**config.mk**
```make
export PLATFORM = sky130hd
export DESIGN_NAME = present_core_param
export DESIGN_NICKNAME = d
export VERILOG_FILES = /design/src/rtl/present_pkg.sv /design/src/rtl/present_key_schedule.sv /design/src/rtl/present_core_param.sv
export SDC_FILE = /design/constraint.sdc
export NUM_CORES = 1
export LEC_CHECK = 0
export BUFFER_PORTS_ARGS = -buffer_cell sky130_fd_sc_hd__buf_4
export CORE_ASPECT_RATIO = 1.2
export CORE_MARGIN = 1
export CORE_UTILIZATION = 50
export DETAILED_ROUTE_END_ITERATION = 8
export PLACE_DENSITY = 0.7
export SETUP_SLACK_MARGIN = 0.05
export SLEW_MARGIN = 20
export SYNTH_ARGS = -nofsm -noshare
export SYNTH_HDL_FRONTEND = slang
export SYNTH_SLANG_ARGS = --single-unit
```
**constraint.sdc**
```tcl
create_clock -name clk -period 3.55 [get_ports clk]
set_input_delay 0.5325 -clock clk [delete_from_list [all_inputs] [get_ports clk]]
set_output_delay 0.5325 -clock clk [all_outputs]
set_load 0.02 [all_outputs]
```
**src/rtl/present_pkg.sv**
```systemverilog
// Shared definitions for the PRESENT cipher core.
// Holds the round count, S-box / permutation layer functions (forward and
// inverse), the controller state type and the key-width dependent positions
// used by the key schedule. No ports.
package present_pkg;

   localparam int         ROUNDS     = 31;
   localparam logic [4:0] LAST_ROUND = 5'd31;
   localparam logic [4:0] FIRST_ROUND = 5'd1;

   // Position of the 5-bit round-counter xor inside the key register.
   localparam int KEY80_CTR_LSB  = 15;
   localparam int KEY128_CTR_LSB = 62;

   typedef enum logic [1:0] {
      ST_IDLE    = 2'd0,
      ST_KEYPREP = 2'd1,
      ST_RUN     = 2'd2,
      ST_DONE    = 2'd3
   } state_t;

   function automatic int ctr_lsb(input int kw);
      return (kw == 128) ? KEY128_CTR_LSB : KEY80_CTR_LSB;
   endfunction

   function automatic logic [3:0] sbox4(input logic [3:0] x);
      logic [3:0] y;
      case (x)
         4'h0: y = 4'hC;  4'h1: y = 4'h5;  4'h2: y = 4'h6;  4'h3: y = 4'hB;
         4'h4: y = 4'h9;  4'h5: y = 4'h0;  4'h6: y = 4'hA;  4'h7: y = 4'hD;
         4'h8: y = 4'h3;  4'h9: y = 4'hE;  4'hA: y = 4'hF;  4'hB: y = 4'h8;
         4'hC: y = 4'h4;  4'hD: y = 4'h7;  4'hE: y = 4'h1;  4'hF: y = 4'h2;
         default: y = 4'h0;
      endcase
      return y;
   endfunction

   function automatic logic [3:0] inv_sbox4(input logic [3:0] x);
      logic [3:0] y;
      case (x)
         4'h0: y = 4'h5;  4'h1: y = 4'hE;  4'h2: y = 4'hF;  4'h3: y = 4'h8;
         4'h4: y = 4'hC;  4'h5: y = 4'h1;  4'h6: y = 4'h2;  4'h7: y = 4'hD;
         4'h8: y = 4'hB;  4'h9: y = 4'h4;  4'hA: y = 4'h6;  4'hB: y = 4'h3;
         4'hC: y = 4'h0;  4'hD: y = 4'h7;  4'hE: y = 4'h9;  4'hF: y = 4'hA;
         default: y = 4'h0;
      endcase
      return y;
   endfunction

   function automatic logic [63:0] sbox64(input logic [63:0] x);
      logic [63:0] y;
      for (int i = 0; i < 16; i++) y[4*i +: 4] = sbox4(x[4*i +: 4]);
      return y;
   endfunction

   function automatic logic [63:0] inv_sbox64(input logic [63:0] x);
      logic [63:0] y;
      for (int i = 0; i < 16; i++) y[4*i +: 4] = inv_sbox4(x[4*i +: 4]);
      return y;
   endfunction

   // Bit i moves to 16*i mod 63; bit 63 stays put.
   function automatic logic [63:0] player(input logic [63:0] x);
      logic [63:0] y;
      y = 64'd0;
      for (int i = 0; i < 63; i++) y[(16*i) % 63] = x[i];
      y[63] = x[63];
      return y;
   endfunction

   function automatic logic [63:0] inv_player(input logic [63:0] x);
      logic [63:0] y;
      y = 64'd0;
      for (int i = 0; i < 63; i++) y[i] = x[(16*i) % 63];
      y[63] = x[63];
      return y;
   endfunction

endpackage

```
**src/rtl/present_key_schedule.sv**
```systemverilog
// Combinational PRESENT key schedule step.
//   i_key     : current round key register
//   i_round   : round counter value mixed into the key
//   o_key_fwd : next key (rotate left 61, S-box top nibble(s), xor round)
//   o_key_inv : previous key (exact inverse of the forward step)
module present_key_schedule
   import present_pkg::*;
#(
   parameter int KEY_WIDTH = 80
) (
   input  logic [KEY_WIDTH-1:0] i_key,
   input  logic [4:0]           i_round,
   output logic [KEY_WIDTH-1:0] o_key_fwd,
   output logic [KEY_WIDTH-1:0] o_key_inv
);

   localparam int CTR_LSB = ctr_lsb(KEY_WIDTH);
   localparam bit TWO_NIB = (KEY_WIDTH == 128);

   logic [KEY_WIDTH-1:0] w_rot;
   logic [KEY_WIDTH-1:0] w_fwd;
   logic [KEY_WIDTH-1:0] w_pre;

   // Forward step; the S-box and counter xor touch disjoint bits.
   always_comb begin
      w_rot = {i_key[KEY_WIDTH-62:0], i_key[KEY_WIDTH-1:KEY_WIDTH-61]};
      w_fwd = w_rot;
      w_fwd[KEY_WIDTH-1 -: 4] = sbox4(w_rot[KEY_WIDTH-1 -: 4]);
      w_fwd[KEY_WIDTH-5 -: 4] = TWO_NIB ? sbox4(w_rot[KEY_WIDTH-5 -: 4])
                                        : w_rot[KEY_WIDTH-5 -: 4];
      w_fwd[CTR_LSB +: 5] = w_rot[CTR_LSB +: 5] ^ i_round;
   end

   // Inverse step: undo the xor and S-box, then rotate right 61.
   always_comb begin
      w_pre = i_key;
      w_pre[CTR_LSB +: 5] = i_key[CTR_LSB +: 5] ^ i_round;
      w_pre[KEY_WIDTH-1 -: 4] = inv_sbox4(i_key[KEY_WIDTH-1 -: 4]);
      w_pre[KEY_WIDTH-5 -: 4] = TWO_NIB ? inv_sbox4(i_key[KEY_WIDTH-5 -: 4])
                                        : i_key[KEY_WIDTH-5 -: 4];
   end

   assign o_key_fwd = w_fwd;
   assign o_key_inv = {w_pre[60:0], w_pre[KEY_WIDTH-1:61]};

endmodule

```
**src/rtl/present_core_param.sv**
```systemverilog
// Round-based PRESENT encrypt/decrypt core, one round per clock.
//   clk, n_reset        : clock, asynchronous active-low reset
//   start, decrypt      : request and its direction (taken while ready=1)
//   key_in, data_in     : key and block, sampled on the accept edge
//   data_out, done      : result and its valid flag (held in DONE)
//   ready               : idle / done, next start is accepted
//   round_count         : 1..31 while working, 0 when idle
// Decrypt first walks the key schedule forward to K32 (KEYPREP), then runs
// the inverse rounds while stepping the key back down.
module present_core_param
   import present_pkg::*;
#(
   parameter int KEY_WIDTH      = 80,
   parameter bit ENABLE_DECRYPT = 1'b1
) (
   input  logic                 clk,
   input  logic                 n_reset,
   input  logic                 start,
   input  logic                 decrypt,
   input  logic [KEY_WIDTH-1:0] key_in,
   input  logic [63:0]          data_in,
   output logic [63:0]          data_out,
   output logic                 ready,
   output logic                 done,
   output logic [4:0]           round_count
);

   if ((KEY_WIDTH != 80) && (KEY_WIDTH != 128)) begin : g_bad_key_width
      $error("present_core_param: KEY_WIDTH must be 80 or 128");
   end

   state_t               r_state;
   state_t               w_next_state;
   logic [63:0]          r_block;
   logic [KEY_WIDTH-1:0] r_key;
   logic                 r_dec;
   logic [4:0]           r_round;
   logic [63:0]          r_data_out;
   logic                 r_done;

   logic                 w_ready;
   logic                 w_dec_req;
   logic [63:0]          w_rk;
   logic [63:0]          w_enc_block;
   logic [63:0]          w_dec_block;
   logic [KEY_WIDTH-1:0] w_key_fwd;
   logic [KEY_WIDTH-1:0] w_key_inv;

   assign w_ready     = (r_state == ST_IDLE) || (r_state == ST_DONE);
   assign w_dec_req   = ENABLE_DECRYPT ? decrypt : 1'b0;
   assign w_rk        = r_key[KEY_WIDTH-1 -: 64];
   assign w_enc_block = player(sbox64(r_block ^ w_rk));

   if (ENABLE_DECRYPT) begin : g_dec
      assign w_dec_block = inv_sbox64(inv_player(r_block ^ w_rk));
   end else begin : g_no_dec
      assign w_dec_block = 64'd0;
   end

   present_key_schedule #(.KEY_WIDTH(KEY_WIDTH)) u_key_schedule (
      .i_key     (r_key),
      .i_round   (r_round),
      .o_key_fwd (w_key_fwd),
      .o_key_inv (w_key_inv)
   );

   // Controller state register.
   always_ff @(posedge clk or negedge n_reset) begin
      if (!n_reset) r_state <= ST_IDLE;
      else          r_state <= w_next_state;
   end

   // Next-state decode.
   always_comb begin
      w_next_state = r_state;
      case (r_state)
         ST_IDLE, ST_DONE: begin
            if (start) w_next_state = w_dec_req ? ST_KEYPREP : ST_RUN;
            else       w_next_state = r_state;
         end
         ST_KEYPREP: begin
            if (r_round == LAST_ROUND) w_next_state = ST_RUN;
            else                       w_next_state = ST_KEYPREP;
         end
         ST_RUN: begin
            if (r_dec ? (r_round == FIRST_ROUND) : (r_round == LAST_ROUND))
               w_next_state = ST_DONE;
            else
               w_next_state = ST_RUN;
         end
         default: w_next_state = ST_IDLE;
      endcase
   end

   // Datapath: block, key, counter and result registers.
   always_ff @(posedge clk or negedge n_reset) begin
      if (!n_reset) begin
         r_block    <= 64'd0;
         r_key      <= {KEY_WIDTH{1'b0}};
         r_dec      <= 1'b0;
         r_round    <= 5'd0;
         r_data_out <= 64'd0;
         r_done     <= 1'b0;
      end else begin
         case (r_state)
            ST_IDLE, ST_DONE: begin
               if (start) begin
                  r_block <= data_in;
                  r_key   <= key_in;
                  r_dec   <= w_dec_req;
                  r_round <= FIRST_ROUND;
                  r_done  <= 1'b0;
               end
            end
            ST_KEYPREP: begin
               r_key   <= w_key_fwd;
               // Counter parks at 31 so the first inverse round uses r=31.
               r_round <= (r_round == LAST_ROUND) ? LAST_ROUND : r_round + 5'd1;
            end
            ST_RUN: begin
               if (r_dec) begin
                  r_block <= w_dec_block;
                  r_key   <= w_key_inv;
                  r_round <= r_round - 5'd1;
                  if (r_round == FIRST_ROUND) begin
                     r_data_out <= w_dec_block ^ w_key_inv[KEY_WIDTH-1 -: 64];
                     r_done     <= 1'b1;
                  end
               end else begin
                  r_block <= w_enc_block;
                  r_key   <= w_key_fwd;
                  if (r_round == LAST_ROUND) begin
                     r_data_out <= w_enc_block ^ w_key_fwd[KEY_WIDTH-1 -: 64];
                     r_done     <= 1'b1;
                     r_round    <= 5'd0;
                  end else begin
                     r_round <= r_round + 5'd1;
                  end
               end
            end
            default: begin
               r_done <= 1'b0;
            end
         endcase
      end
   end

   assign data_out    = r_data_out;
   assign done        = r_done;
   assign ready       = w_ready;
   assign round_count = r_round;

endmodule

```
== After elaboration in Yosys (flattened, before gate mapping) ==
Memories as Yosys holds them, arrays and structs flattened.
Index checks and enable logic that the tools add are counted.

* Bits in registers: 217
* Word-level logic and storage cells: 91
* Output and inout bits: 71
* Input bits: 148
* ROM bits: 2176
* Memories: 34

{| class="wikitable"
|+ Memory list
! name !! words !! width !! rd ports !! clocked after memory_dff !! wr ports !! line !! text
|-
| (name not given) || 16 || 4 || 1 || 0 || 0 || present_pkg.sv:40 || <nowiki>case (x)</nowiki>
|-
| (name not given) || 16 || 4 || 1 || 0 || 0 || present_pkg.sv:40 ||
|-
| (name not given) || 16 || 4 || 1 || 0 || 0 || present_pkg.sv:40 ||
|-
| (name not given) || 16 || 4 || 1 || 0 || 0 || present_pkg.sv:40 ||
|-
| (name not given) || 16 || 4 || 1 || 0 || 0 || present_pkg.sv:40 ||
|-
| (name not given) || 16 || 4 || 1 || 0 || 0 || present_pkg.sv:40 ||
|-
| 28 more memories || n/a || n/a || n/a || n/a || n/a || n/a ||
|}

* Bitwise logic cells: 5
* Multiplexer cells: 25
* $add $sub $neg: 2
* Reduce and logical (&&, ||, !) cells: 9
* Equality and inequality tests: 9

{| class="wikitable"
|+ Operators by type and width
! kind !! number
|-
| 64-bit 2-to-1 mux || 5
|-
| 80-bit one-hot mux with 3 select lines || 1
|-
| 64-bit bitwise XOR || 3
|-
| 80-bit 2-to-1 mux || 2
|-
| 64-bit one-hot mux with 2 select lines || 1
|-
| 5-bit 2-to-1 mux || 4
|-
| 5-bit one-hot mux with 3 select lines || 1
|-
| 5-bit bitwise XOR || 2
|-
| 1-bit 2-to-1 mux || 6
|-
| 2-bit 2-to-1 mux || 3
|-
| 3-bit inequality test, second input constant || 2
|-
| 2-bit one-hot mux with 3 select lines || 1
|-
| 5-bit by 1-bit adder with 5-bit output, second input constant || 1
|-
| 5-bit by 1-bit == test with 1-bit output, second input constant || 1
|-
| 5-bit == test, second input constant || 1
|-
| 5-bit by 1-bit subtractor with 5-bit output, second input constant || 1
|-
| 2-bit == test, second input constant || 2
|-
| 2-bit AND reduction || 2
|-
| 4-bit AND reduction || 1
|-
| 2-bit nonzero test || 2
|-
| 3-bit AND reduction || 1
|-
| 2-bit by 1-bit == test with 1-bit output, second input constant || 1
|-
| 2-bit zero test || 1
|-
| 2-bit by 1-bit inequality test with 1-bit output, second input constant || 1
|-
| other kinds (4) || 4
|}

== Longest topological paths before layout ==
An unclocked memory read counts as a cell.

* Word-level depth: 5
* Depth in mapped cells: 10
* Depth with buffers taken out: 9

== Cells and area by module ==
From an unflattened synthesis, not the netlist that was laid out.

* Cell total of the unflattened synthesis: 2351
* Area, all modules: 21191.6 um^2

{| class="wikitable"
|+ Modules (own cells, without submodules)
! module !! sequential area each (um^2) !! instances !! area an instance (um^2) !! cells an instance
|-
| present_core_param || 5430.2 || 1 || 19652.6 || 2154
|-
| present_key_schedule || 0.0 || 1 || 1539.0 || 197
|}

== Worst setup path before layout ==
OpenSTA, ideal clock, no wires.

* Path type: register -> register
* Start point: reg r_key[40]
* End point: reg r_data_out[34], in the netlist data_out[34]
* Required time: 3.424 ns
* Arrival: 2.524 ns
* Path slack: 0.900 ns
* Setup time: 0.126 ns
* Path buffers: 2
* Stages on the path, launching flop included: 10
* Period minus slack after synthesis: 2.650 ns
* Cell sequence: dfrtp_1 -> buf_2 -> xnor2_1 -> inv_1 -> ha_1 -> clkbuf_1 -> a21oi_1 -> a221oi_2 -> xnor2_1 -> a221o_1

* Cells in the longest elaborated chain, start to end: 5

{| class="wikitable"
|+ RTL lines
! what !! line !! text
|-
| from (decl) || present_core_param.sv:35 || <nowiki>logic [KEY_WIDTH-1:0] r_key;</nowiki>
|-
| from (signal assigned) || present_core_param.sv:99 || <nowiki>r_key <= {KEY_WIDTH{1'b0}};</nowiki>
|-
| from (signal assigned) || present_core_param.sv:109 || <nowiki>r_key <= key_in;</nowiki>
|-
| from (signal assigned) || present_core_param.sv:116 || <nowiki>r_key <= w_key_fwd;</nowiki>
|-
| 64-bit bitwise XOR || present_core_param.sv:55 || <nowiki>assign w_dec_block = inv_sbox64(inv_player(r_block ^ w_rk));</nowiki>
|-
| memory 16 x 4 bit || n/a ||
|-
| 64-bit bitwise XOR || present_core_param.sv:126 || <nowiki>r_data_out <= w_dec_block ^ w_key_inv[KEY_WIDTH-1 -: 64];</nowiki>
|-
| 64-bit 2-to-1 mux || present_core_param.sv:125 || <nowiki>if (r_round == FIRST_ROUND) begin</nowiki>
|-
| 64-bit 2-to-1 mux || present_core_param.sv:121 || <nowiki>if (r_dec) begin</nowiki>
|-
| to (signal assigned) || present_core_param.sv:126 ||
|-
| to (signal assigned) || present_core_param.sv:133 || <nowiki>r_data_out <= w_enc_block ^ w_key_fwd[KEY_WIDTH-1 -: 64];</nowiki>
|-
| to (decl) || present_core_param.sv:38 || <nowiki>logic [63:0] r_data_out;</nowiki>
|}

Every way passes these cells. The select of a mux whose other input is x is not followed.
A chain may end at the register's enable or synchronous reset.

== Worst setup path after layout ==
* Start point: reg r_key[39]
* End point: reg r_data_out[30], in the netlist data_out[30]

The elaborated chain is that of the path after synthesis.

==> metrics.cfg <==
[run_status]
status = finished, violations left
violations = hold timing

[setup_path]
arrival_ns = 3.42
cp_max_fo = 10
critPathMaxStageDelay_ns = 0.59
worstSetupPathType = reg2reg
cp_data_required_time_ns = 3.96
end_kind = flop
cp_slowest_cell = xnor2_2
start_kind = flop
crit_chain = xnor2_2 > inv_1 > ha_1 > mux2i_1 > a221oi_2 > xnor2_1 > a22oi_1 > o21ai_0

[synth]
ys_top_cells_by_area = dfrtp_1 (28%), ha_1 (11%), mux2i_1 (7.1%)
synth_fp_nets = 2428
synth_top_area_share = 0.2765
synth-edff-count = 0
yosysUniqueCellTypes = 73
syn_area_per_cell_um2 = 9.309
synth_async_sr_flop_share = 1.000
post-synth-top-area-cell = dfrtp_1
synth-seq-cells = 217
seq_area_frac_synth = 0.2765
syn-cell-area_um2 = 19640
synth_flop_cell = dfrtp_1
synthCells = 2110
yosys_warnings = 0

[sta]
period_needed_ns = 3.006
clock_skew_ns = 0.03311
fin_crit_sh = 0.8468
whs_ns = -0.01477
rsz0062_at_grt = false
finalSetupViolations = 0
relSlewSlack = 0.2378
tightest_slew_ns = 1.141
finalSetupTns_ns = 0
maxSlewViolCount = 0
fmax_ghz = 0.3327
hold_viol = 11

[place]
dpl_cell_area_um2 = 22280
io_buffers = 218
gp_congestion = 1.046
dp_hpwl_mm = 69.43

[clock_tree]
cts_tree = yes
cts_buffer_depth = 3
clk_pin_slew_ns = 0.06
cts_buffers = 28
clk_latency_ns = 0.60
ctsResizeCount = 0
hold_buffers = 0
htree_levels = 1
cts_setup_buffers = 0
root_buffer = clkbuf_16
clock-sinks = 217

[global_routing]
overflow = 0
grt_usage = 0.4547
grt_pass1_wl_mm = 129.3
first_global_vias = 17930
antenna_found_initial = 2
grt_max_degree = 99

[floorplanning]
dieArea_um2 = 40080
ios = 219
die_w_um = 182.9
core_um2 = 38750
die_h_um = 219.1
initial_core_util = 0.5069
rows = 79

[cells_and_area]
finalNetCount = 2631
fin_area_um2 = 23360
area_growth_pct = 18.93
final_layout_size_suffix_gt1_frac = 0.2437
utilization = 0.6029
fillers = 3396

[min_path]
hold_class = in2async

[detailed_routing]
drt_iter0_drc = 2365
wire_per_inst_um = 31.99
final_antenna_net_count = 0
vias = 18980
via_per_inst = 6.629
route.detailed.drc = 0
totalWireLength_mm = 91.59
drt_pass1_iterations = 6

[flow_run]
cap_violations = 0

## final timing paths
path                               from           end  slack (ns)  cells after the start
max                           r_key[39]  data_out[30]        0.54                      8
min                             n_reset     r_key[66]       -0.01                      1
max reg2reg                   r_key[39]  data_out[30]        0.54                      8
min reg2reg                data_out[63]  data_out[63]        0.50                      2
max in group asynchronous       n_reset  data_out[58]        2.55                      2
min in group clk            data_in[63]   r_block[63]        0.17                      2
## placed cells by master (no fill, tap or decap), drive strengths merged, types with 4 or more instances in the layout
| cell type | netlist | final |
|---|---|---|
| bufinv | 0 | 8 |
| o311ai | 6 | 6 |
| buf | 84 | 348 |
| o21ai | 131 | 131 |
| a21boi | 7 | 7 |
| nor3b | 8 | 8 |
| mux4 | 31 | 31 |
| o221ai | 18 | 18 |
| nand3 | 19 | 19 |
| a21oi | 183 | 183 |
| nand2b | 5 | 5 |
| inv | 96 | 96 |
| a31oi | 24 | 24 |
| mux2 | 52 | 52 |
| o22ai | 25 | 25 |
| ha | 170 | 170 |
| o211ai | 27 | 27 |
| a22oi | 57 | 57 |
| a211oi | 38 | 38 |
| clkinv | 0 | 8 |
| nor2 | 107 | 107 |
| nand4 | 5 | 5 |
| xor2 | 83 | 83 |
| nand2 | 136 | 136 |
| dfrtp | 217 | 217 |
| clkbuf | 91 | 35 |
| and2 | 8 | 8 |
| a21o | 4 | 4 |
| mux2i | 140 | 140 |
| a221o | 17 | 17 |
| nor3 | 33 | 33 |
| o31ai | 5 | 5 |
| xnor2 | 152 | 152 |
| and3 | 6 | 6 |
| a221oi | 93 | 93 |
## routing by layer
layer | wire (um) | up-vias | GRT usage | share of wire
met5 | 13 | - | 0 | 0.00014
met4 | 10900 | 2 | 0.4403 | 0.12
met3 | 7369 | 328 | 0.06937 | 0.080
met2 | 40500 | 1194 | 0.7066 | 0.44
met1 | 32800 | 9335 | 0.5343 | 0.36
li1 | - | 8121 | - | -
## synthesized netlist by cell type, types with 19 or more instances
| cell type | n |
|---|---|
| xor2_1 | 67 |
| mux2_2 | 51 |
| clkbuf_1 | 91 |
| nor3_1 | 33 |
| buf_2 | 53 |
| a211oi_1 | 36 |
| a31oi_1 | 24 |
| inv_1 | 78 |
| dfrtp_1 | 217 |
| a21oi_1 | 183 |
| xnor2_1 | 131 |
| o22ai_1 | 25 |
| o21ai_0 | 110 |
| a221oi_1 | 87 |
| o211ai_1 | 26 |
| mux2i_1 | 139 |
| nor2_1 | 107 |
| mux4_2 | 31 |
| nand3_1 | 19 |
| ha_1 | 170 |
| nand2_1 | 136 |
| o21ai_1 | 19 |
| buf_1 | 19 |
| a22oi_1 | 57 |
## kinds of logic after synthesis
logic type	count (synthesis)	share of synthesized area
AND/OR/NAND/NOR	336	0.07460
AO/OA/AOI/OAI	657	0.2230
XOR/XNOR	235	0.1224
adder cells (fa/ha/maj)	171	0.1088
flip-flops	217	0.2765
buffers and inverters	271	0.05765
multiplexers	223	0.1371
## sequential cells by signal, indices dropped and copies added (netlist names)
signal       flops
r_state          2
r_block         64
r_key           80
round_count      5
done             1
data_out        64
r_dec            1
## worst max-delay path: cells and delay by family (launching register included)
family	cells	cell delay, ns
AOI/OAI and AO/OA	3	0.74
xor gates and xnor gates	2	0.70
adders and majority gates	1	0.52
buffers and inverters	1	0.28
DFF	1	0.43
muxes	1	0.14
## cell type report
cell class              instances  area [um2]  area share
inverters                      96       360.3     0.01543
repair buffers                348        2695      0.1154
diodes                          2       5.005   0.0002142
well taps                     526       658.1     0.02817
clock buffers                  35       767.0     0.03283
clock inverters                17       302.8     0.01296
multi-input cells            1622       13140      0.5624
flip-flops and latches        217        5434      0.2326
## per-stage QoR
step	cells	setup WS [ns]
2_1_floorplan	2110	0.9003
3_3_place_gp	2809	0.5057
3_5_place_dp	2809	0.7263
4_1_cts	2861	0.6428
5_1_grt	2861	0.4219
6_report	2863	0.5439
Power is left out: the tool's default activity adds up to more than one toggle a clock period on the data nets, which glitch-free logic cannot reach.
